**config.mk**
```make
export PLATFORM = sky130hd
export DESIGN_NAME = pixel_stream_packer
export DESIGN_NICKNAME = d
export VERILOG_FILES = /design/src/rtl/pixel_stream_packer.sv
export SDC_FILE = /design/constraint.sdc
export NUM_CORES = 2
export LEC_CHECK = 0
export CORE_MARGIN = 4
export CORE_UTILIZATION = 35
export DETAILED_ROUTE_END_ITERATION = 12
export MAX_ROUTING_LAYER = met4
export PLACE_DENSITY = 0.55
export SYNTH_ARGS = -nofsm -noshare
export SYNTH_HDL_FRONTEND = slang
export SYNTH_SLANG_ARGS = --single-unit
```
**constraint.sdc**
```tcl
create_clock -name pixel_clk_i -period 10.5 [get_ports pixel_clk_i]
set_clock_uncertainty 0.1 [all_clocks]
set_input_delay 1.575 -clock pixel_clk_i [delete_from_list [all_inputs] [get_ports pixel_clk_i]]
set_output_delay 1.575 -clock pixel_clk_i [all_outputs]
set_load 0.01 [all_outputs]
```
**src/rtl/pixel_stream_packer.sv**
```systemverilog
// Regroups 0..IN_PIX pixels per cycle into output groups of exactly ppc_cfg pixels through a
// DEPTH-slot pixel FIFO; a line end flushes any partial group with a reduced strobe.
module pixel_stream_packer #(
    parameter int PIX_W   = 24,
    parameter int IN_PIX  = 4,
    parameter int MAX_PPC = 4,
    parameter int DEPTH   = 16
) (
    input  logic                       pixel_clk_i,
    input  logic                       reset_i,
    input  logic [2:0]                 pixel_per_clk_i,
    input  logic [IN_PIX*PIX_W-1:0]    in_data_i,
    input  logic [IN_PIX-1:0]          in_valid_i,
    input  logic                       in_line_end_i,
    output logic                       in_ready_o,
    output logic [MAX_PPC*PIX_W-1:0]   out_data_o,
    output logic [MAX_PPC-1:0]         out_strobe_o,
    output logic                       out_valid_o,
    output logic                       out_line_end_o,
    input  logic                       pixel_stream_stall_i,
    output logic [$clog2(DEPTH):0]     fill_level_o,
    output logic                       ovf_err_o,
    output logic                       proto_err_o
);
    localparam int PTR_W = $clog2(DEPTH);
    localparam int CNT_W = PTR_W + 1;

    logic [PIX_W-1:0]           r_mem [DEPTH];
    logic [PTR_W-1:0]           r_wr_ptr;
    logic [PTR_W-1:0]           r_rd_ptr;
    logic [CNT_W-1:0]           r_count;
    logic [CNT_W-1:0]           r_ppc_cfg;
    logic                       r_flush_pending;
    logic [MAX_PPC*PIX_W-1:0]   r_out_data;
    logic [MAX_PPC-1:0]         r_out_strobe;
    logic                       r_out_valid;
    logic                       r_out_line_end;
    logic                       r_ovf_err;
    logic                       r_proto_err;

    logic [CNT_W-1:0]           w_ppc_req;
    logic [CNT_W-1:0]           w_n;
    logic [CNT_W-1:0]           w_n_push;
    logic [IN_PIX-1:0]          w_run_mask;
    logic                       w_noncontig;
    logic                       w_ready;
    logic                       w_push;
    logic                       w_load;
    logic [CNT_W-1:0]           w_pop;
    logic                       w_line_end_pop;
    logic [PTR_W-1:0]           w_wr_idx [IN_PIX];
    logic [PTR_W-1:0]           w_rd_idx [MAX_PPC];
    logic [MAX_PPC*PIX_W-1:0]   w_grp_data;
    logic [MAX_PPC-1:0]         w_grp_strobe;

    // Unsupported or out-of-range PPC requests fall back to one pixel per group.
    always_comb begin
        w_ppc_req = CNT_W'(1);
        if (pixel_per_clk_i == 3'd2 && MAX_PPC >= 2)
            w_ppc_req = CNT_W'(2);
        else if (pixel_per_clk_i == 3'd4 && MAX_PPC >= 4)
            w_ppc_req = CNT_W'(4);
    end

    // Accepted lane count is the contiguous run of valid lanes starting at lane 0.
    always_comb begin
        logic run;
        w_n = '0;
        run = 1'b1;
        for (int k = 0; k < IN_PIX; k++) begin
            if (run && in_valid_i[k])
                w_n = CNT_W'(k + 1);
            else
                run = 1'b0;
        end
    end

    generate
        for (genvar gi = 0; gi < IN_PIX; gi++) begin : g_in_lane
            assign w_run_mask[gi] = (CNT_W'(gi) < w_n);
            assign w_wr_idx[gi]   = r_wr_ptr + PTR_W'(gi);
        end
    endgenerate

    assign w_noncontig = |(in_valid_i & ~w_run_mask);
    assign w_ready     = !reset_i && (r_count <= CNT_W'(DEPTH - IN_PIX));
    assign w_push      = w_ready && (w_n != '0);
    assign w_n_push    = w_push ? w_n : '0;

    // Pop decision uses only the registered count, so freshly pushed pixels wait one cycle.
    assign w_load = !r_out_valid || !pixel_stream_stall_i;

    always_comb begin
        w_pop = '0;
        if (w_load) begin
            if (r_count >= r_ppc_cfg)
                w_pop = r_ppc_cfg;
            else if (r_flush_pending && r_count != '0)
                w_pop = r_count;
        end
    end

    assign w_line_end_pop = r_flush_pending && (w_pop != '0) && (r_count == w_pop);

    generate
        for (genvar gi = 0; gi < MAX_PPC; gi++) begin : g_out_lane
            assign w_rd_idx[gi]     = r_rd_ptr + PTR_W'(gi);
            assign w_grp_strobe[gi] = (CNT_W'(gi) < w_pop);
            assign w_grp_data[gi*PIX_W +: PIX_W] =
                w_grp_strobe[gi] ? r_mem[w_rd_idx[gi]] : '0;
        end
    endgenerate

    always_ff @(posedge pixel_clk_i) begin
        for (int k = 0; k < IN_PIX; k++) begin
            if (w_push && (CNT_W'(k) < w_n))
                r_mem[w_wr_idx[k]] <= in_data_i[k*PIX_W +: PIX_W];
        end
    end

    always_ff @(posedge pixel_clk_i or posedge reset_i) begin
        if (reset_i) begin
            r_wr_ptr        <= '0;
            r_rd_ptr        <= '0;
            r_count         <= '0;
            r_ppc_cfg       <= CNT_W'(1);
            r_flush_pending <= 1'b0;
            r_out_data      <= '0;
            r_out_strobe    <= '0;
            r_out_valid     <= 1'b0;
            r_out_line_end  <= 1'b0;
            r_ovf_err       <= 1'b0;
            r_proto_err     <= 1'b0;
        end else begin
            r_wr_ptr <= r_wr_ptr + PTR_W'(w_n_push);
            r_rd_ptr <= r_rd_ptr + PTR_W'(w_pop);
            r_count  <= r_count + w_n_push - w_pop;

            // Group size may only change between lines, when nothing is buffered.
            if (r_count == '0 && !r_flush_pending)
                r_ppc_cfg <= w_ppc_req;

            if (w_push && in_line_end_i)
                r_flush_pending <= 1'b1;
            else if (w_line_end_pop)
                r_flush_pending <= 1'b0;

            if (w_load) begin
                r_out_valid    <= (w_pop != '0);
                r_out_data     <= w_grp_data;
                r_out_strobe   <= w_grp_strobe;
                r_out_line_end <= w_line_end_pop;
            end

            if ((|in_valid_i) && !w_ready)
                r_ovf_err <= 1'b1;
            if (w_noncontig || (in_line_end_i && !w_push))
                r_proto_err <= 1'b1;
        end
    end

    assign in_ready_o     = w_ready;
    assign out_data_o     = r_out_data;
    assign out_strobe_o   = r_out_strobe;
    assign out_valid_o    = r_out_valid;
    assign out_line_end_o = r_out_line_end;
    assign fill_level_o   = r_count;
    assign ovf_err_o      = r_ovf_err;
    assign proto_err_o    = r_proto_err;

endmodule

```
==> impl_metrics.ini <==
[min_path]
hold_class = flop to flop
hold_path_depth = 2

[global_routing]
grt_usage_pct = 28.8
antenna_found_initial = 16
grt.met2_usage_pct = 38.8
grt_pass1_wl_um = 247000
overflow = 0
met1_usage_pct = 40.3
grt_max_degree = 139
grt_use_met3_pct = 10.7
busiest_layer = met1
grt_pass1_vias = 31748

[detailed_routing]
ant_nets = 0
drtIter0Drc = 4800
routed_wl_um = 175000
firstDrtPassIters = 7
drc = 0
via_per_inst = 6.33
wl_per_cell_um = 32.5
route.vias.total = 34103

[synthesis]
synth_top_area_share_pct = 28.2
async_reset_ff_share_pct = 24.0
ys_seq_area_share_pct = 35.6
synth-seq-cells = 505
yosys.area.top_type = edfxtp_1
synth_area_mm2 = 0.0409
synth_cell_types = 67
syn-num-nets = 4032
synthTopCellsByArea = edfxtp_1 28%, mux4_2 16%, mux2i_1 15%
avgSynthCellArea_um2 = 10.5
yosysMostFrequentCell = mux2i_1
synth_edf_count = 384
synth_common_cells = 616 x mux2i_1, 384 x edfxtp_1, 378 x nor2_1
ys.flop_type = edfxtp_1
ys_warn_count = 0
synthCells = 3899

[timing]
slew_violations = 0
slew_headroom_pct = 2.71
worst_slew_pin_slew_ns = 1.45
tns_ns = 0
finalCritPeriodShare_pct = 58.1
min_period_ns = 6.10
setup_viol = 0
rsz0062_at_grt = no
fin_ws_ns = 4.40
hold_viol = 0
holdWs_ns = 0.375
fmax_mhz = 164

[clock_network]
path_clk_slew_ns = 0.05
postCtsSetupBuffers = 0
h-tree-depth = 3
cts_buffers = 67
clock_latency_ns = 0.63
cts_resized = 0
tritoncts = done
cts-hold-fix-buffers = 0
clockBufferDepth = 3
root_buffer = clkbuf_16
cts_sinks = 505

[critical_path]
startpoint_type = input port
critPathMaxStageDelay_ns = 0.69
r2r_slack_ns = 5.40
crit_slowest_cell = nor2_1
cp.arrival_ns = 4.42
cp_max_fo = 14
path_common_cell = clkdlybuf4s50_1
crit_chain = clkdlybuf4s50_1, nor2_1, nand2_1, clkinv_1, clkdlybuf4s50_1
r2r_cells = 7
crit_type = input port to output pin
endpoint_kind = output pin
cp.required_ns = 8.83

[pwr]
power_leakage_nw = 17.9
power_frac_seq_pct = 23.4
switchingPower_mw = 5.08
p_clk_share_pct = 20.4
p_int_mw = 6.85
power_frac_comb_pct = 56.2
netSwitchingFraction_pct = 42.6
ir_worst_vdd_mv = 0.335
powerDensity_mw_per_mm2 = 258

[placement]
post-place-ws_ns = 4.04
dp_cells = 5249
port_buffers = 216
dp_hpwl_um = 117000
gp_congestion = 0.931

[job]
cap_violations = 0

[floorplan]
start_util_pct = 35.2
die_y_um = 350
ioPinCount = 217
dieArea_mm2 = 0.122
core.rowCount = 125
die_width_um = 350
core_area_mm2 = 0.116

[finish]
layout-drive-gt1-share_pct = 17.1
instances_no_fill = 5385
areaGrowthSynthToFinish_pct = 13.3
layout.nets = 3927

[run_status]
outcome = completed
[critical path, delay by kind of cell]
family	cells	cell delay [ns]
buffers and inverters	3	1.57
AND/OR/NAND/NOR	2	1.27
[metrics by stage]
step / utilization [%] / total power, mW / cell area, um^2
6_report: 39.9 / 11.9 / 46300
5_1_grt: 39.9 / 12.4 / 46300
4_1_cts: 39.9 / 11.8 / 46300
3_5_place_dp: 37.9 / 9.40 / 44000
3_3_place_gp: 37.9 / 9.33 / 44000
2_1_floorplan: - / 7.23 / 40900
[worst paths after layout]
kind                                            start                    endpoint
max in group asynchronous                     reset_i  out_data_o[79]$_DFFE_PP0N_
setup / recovery                              reset_i                  in_ready_o
setup reg to reg                r_wr_ptr[1]$_DFF_PP0_      r_mem[2][22]$_DFFE_PP_
min in group asynchronous                     reset_i   fill_level_o[4]$_DFF_PP0_
hold reg to reg            out_line_end_o$_DFFE_PP0N_  out_line_end_o$_DFFE_PP0N_
hold / removal             out_line_end_o$_DFFE_PP0N_  out_line_end_o$_DFFE_PP0N_
[layout make-up]
| class | instances | area (um^2) |
|---|---|---|
| diodes | 15 | 37.5 |
| clock buffers | 86 | 1860 |
| clock inverters | 35 | 392 |
| fillers | 11033 | 69700 |
| inverters | 29 | 115 |
| multi-input cells | 2888 | 24600 |
| flip-flops and latches | 505 | 14600 |
| well taps | 1524 | 1910 |
| repair buffers | 303 | 2850 |
[kinds of logic (layout without fill, tap and decap cells)]
| group | count (synthesis) | after routing | synth area share (%) |
|---|---|---|---|
| XOR/XNOR | 20 | 20 | 0.447 |
| AND/OR/NAND/NOR | 866 | 866 | 8.91 |
| multiplexers | 1005 | 1005 | 34.4 |
| buffers and inverters | 506 | 453 | 5.27 |
| adder cells (fa/ha/maj) | 26 | 26 | 0.888 |
| AO/OA/AOI/OAI | 970 | 970 | 14.5 |
| other | 1 | 16 | 0.00918 |
| flip-flops | 505 | 505 | 35.6 |
[state kept, by name, summed over array words and instances, names as in the netlist, 3 cells and up]
signal and flops:
fill_level_o 5, out_data_o 96, r_mem 384, out_strobe_o 4, r_ppc_cfg 3, r_rd_ptr 4, r_wr_ptr 4
[cell usage in the layout, fill, tap and decap left out, drive strengths merged, types with 21 or more instances in the layout]
| master | count |
|---|---|
| mux4 | 298 |
| mux2 | 91 |
| a31oi | 25 |
| a21o | 128 |
| clkdlybuf4s50 | 216 |
| mux2i | 616 |
| o21ai | 258 |
| dfrtp | 120 |
| ha | 21 |
| clkbuf | 86 |
| a21oi | 324 |
| nand2 | 361 |
| buf | 87 |
| inv | 31 |
| a22o | 49 |
| nor2 | 380 |
| a32o | 24 |
| and2 | 29 |
| edfxtp | 384 |
| a211oi | 75 |
| a311oi | 24 |
| clkinv | 21 |
| o22ai | 48 |
[power groups by stage]
| stage | Combinational [mW] | Sequential (mW) | Clock [mW] |
|---|---|---|---|
| 3_5_place_dp | 6.59 | 2.81 | 0 |
| 3_3_place_gp | 6.52 | 2.81 | 0 |
| 4_1_cts | 6.60 | 2.77 | 2.45 |
| 5_1_grt | 7.09 | 2.81 | 2.53 |
| 6_report | 6.71 | 2.79 | 2.43 |
| 2_1_floorplan | 4.57 | 2.66 | 0 |
[routing by layer]
| layer | wire (um) | vias up |
|---|---|---|
| met4 | 5010 | 0 |
| met1 | 73400 | 16842 |
| li1 | - | 14585 |
| met5 | 0 | - |
| met3 | 26000 | 307 |
| met2 | 70400 | 2369 |
Power figures use the tool's default switching activity.
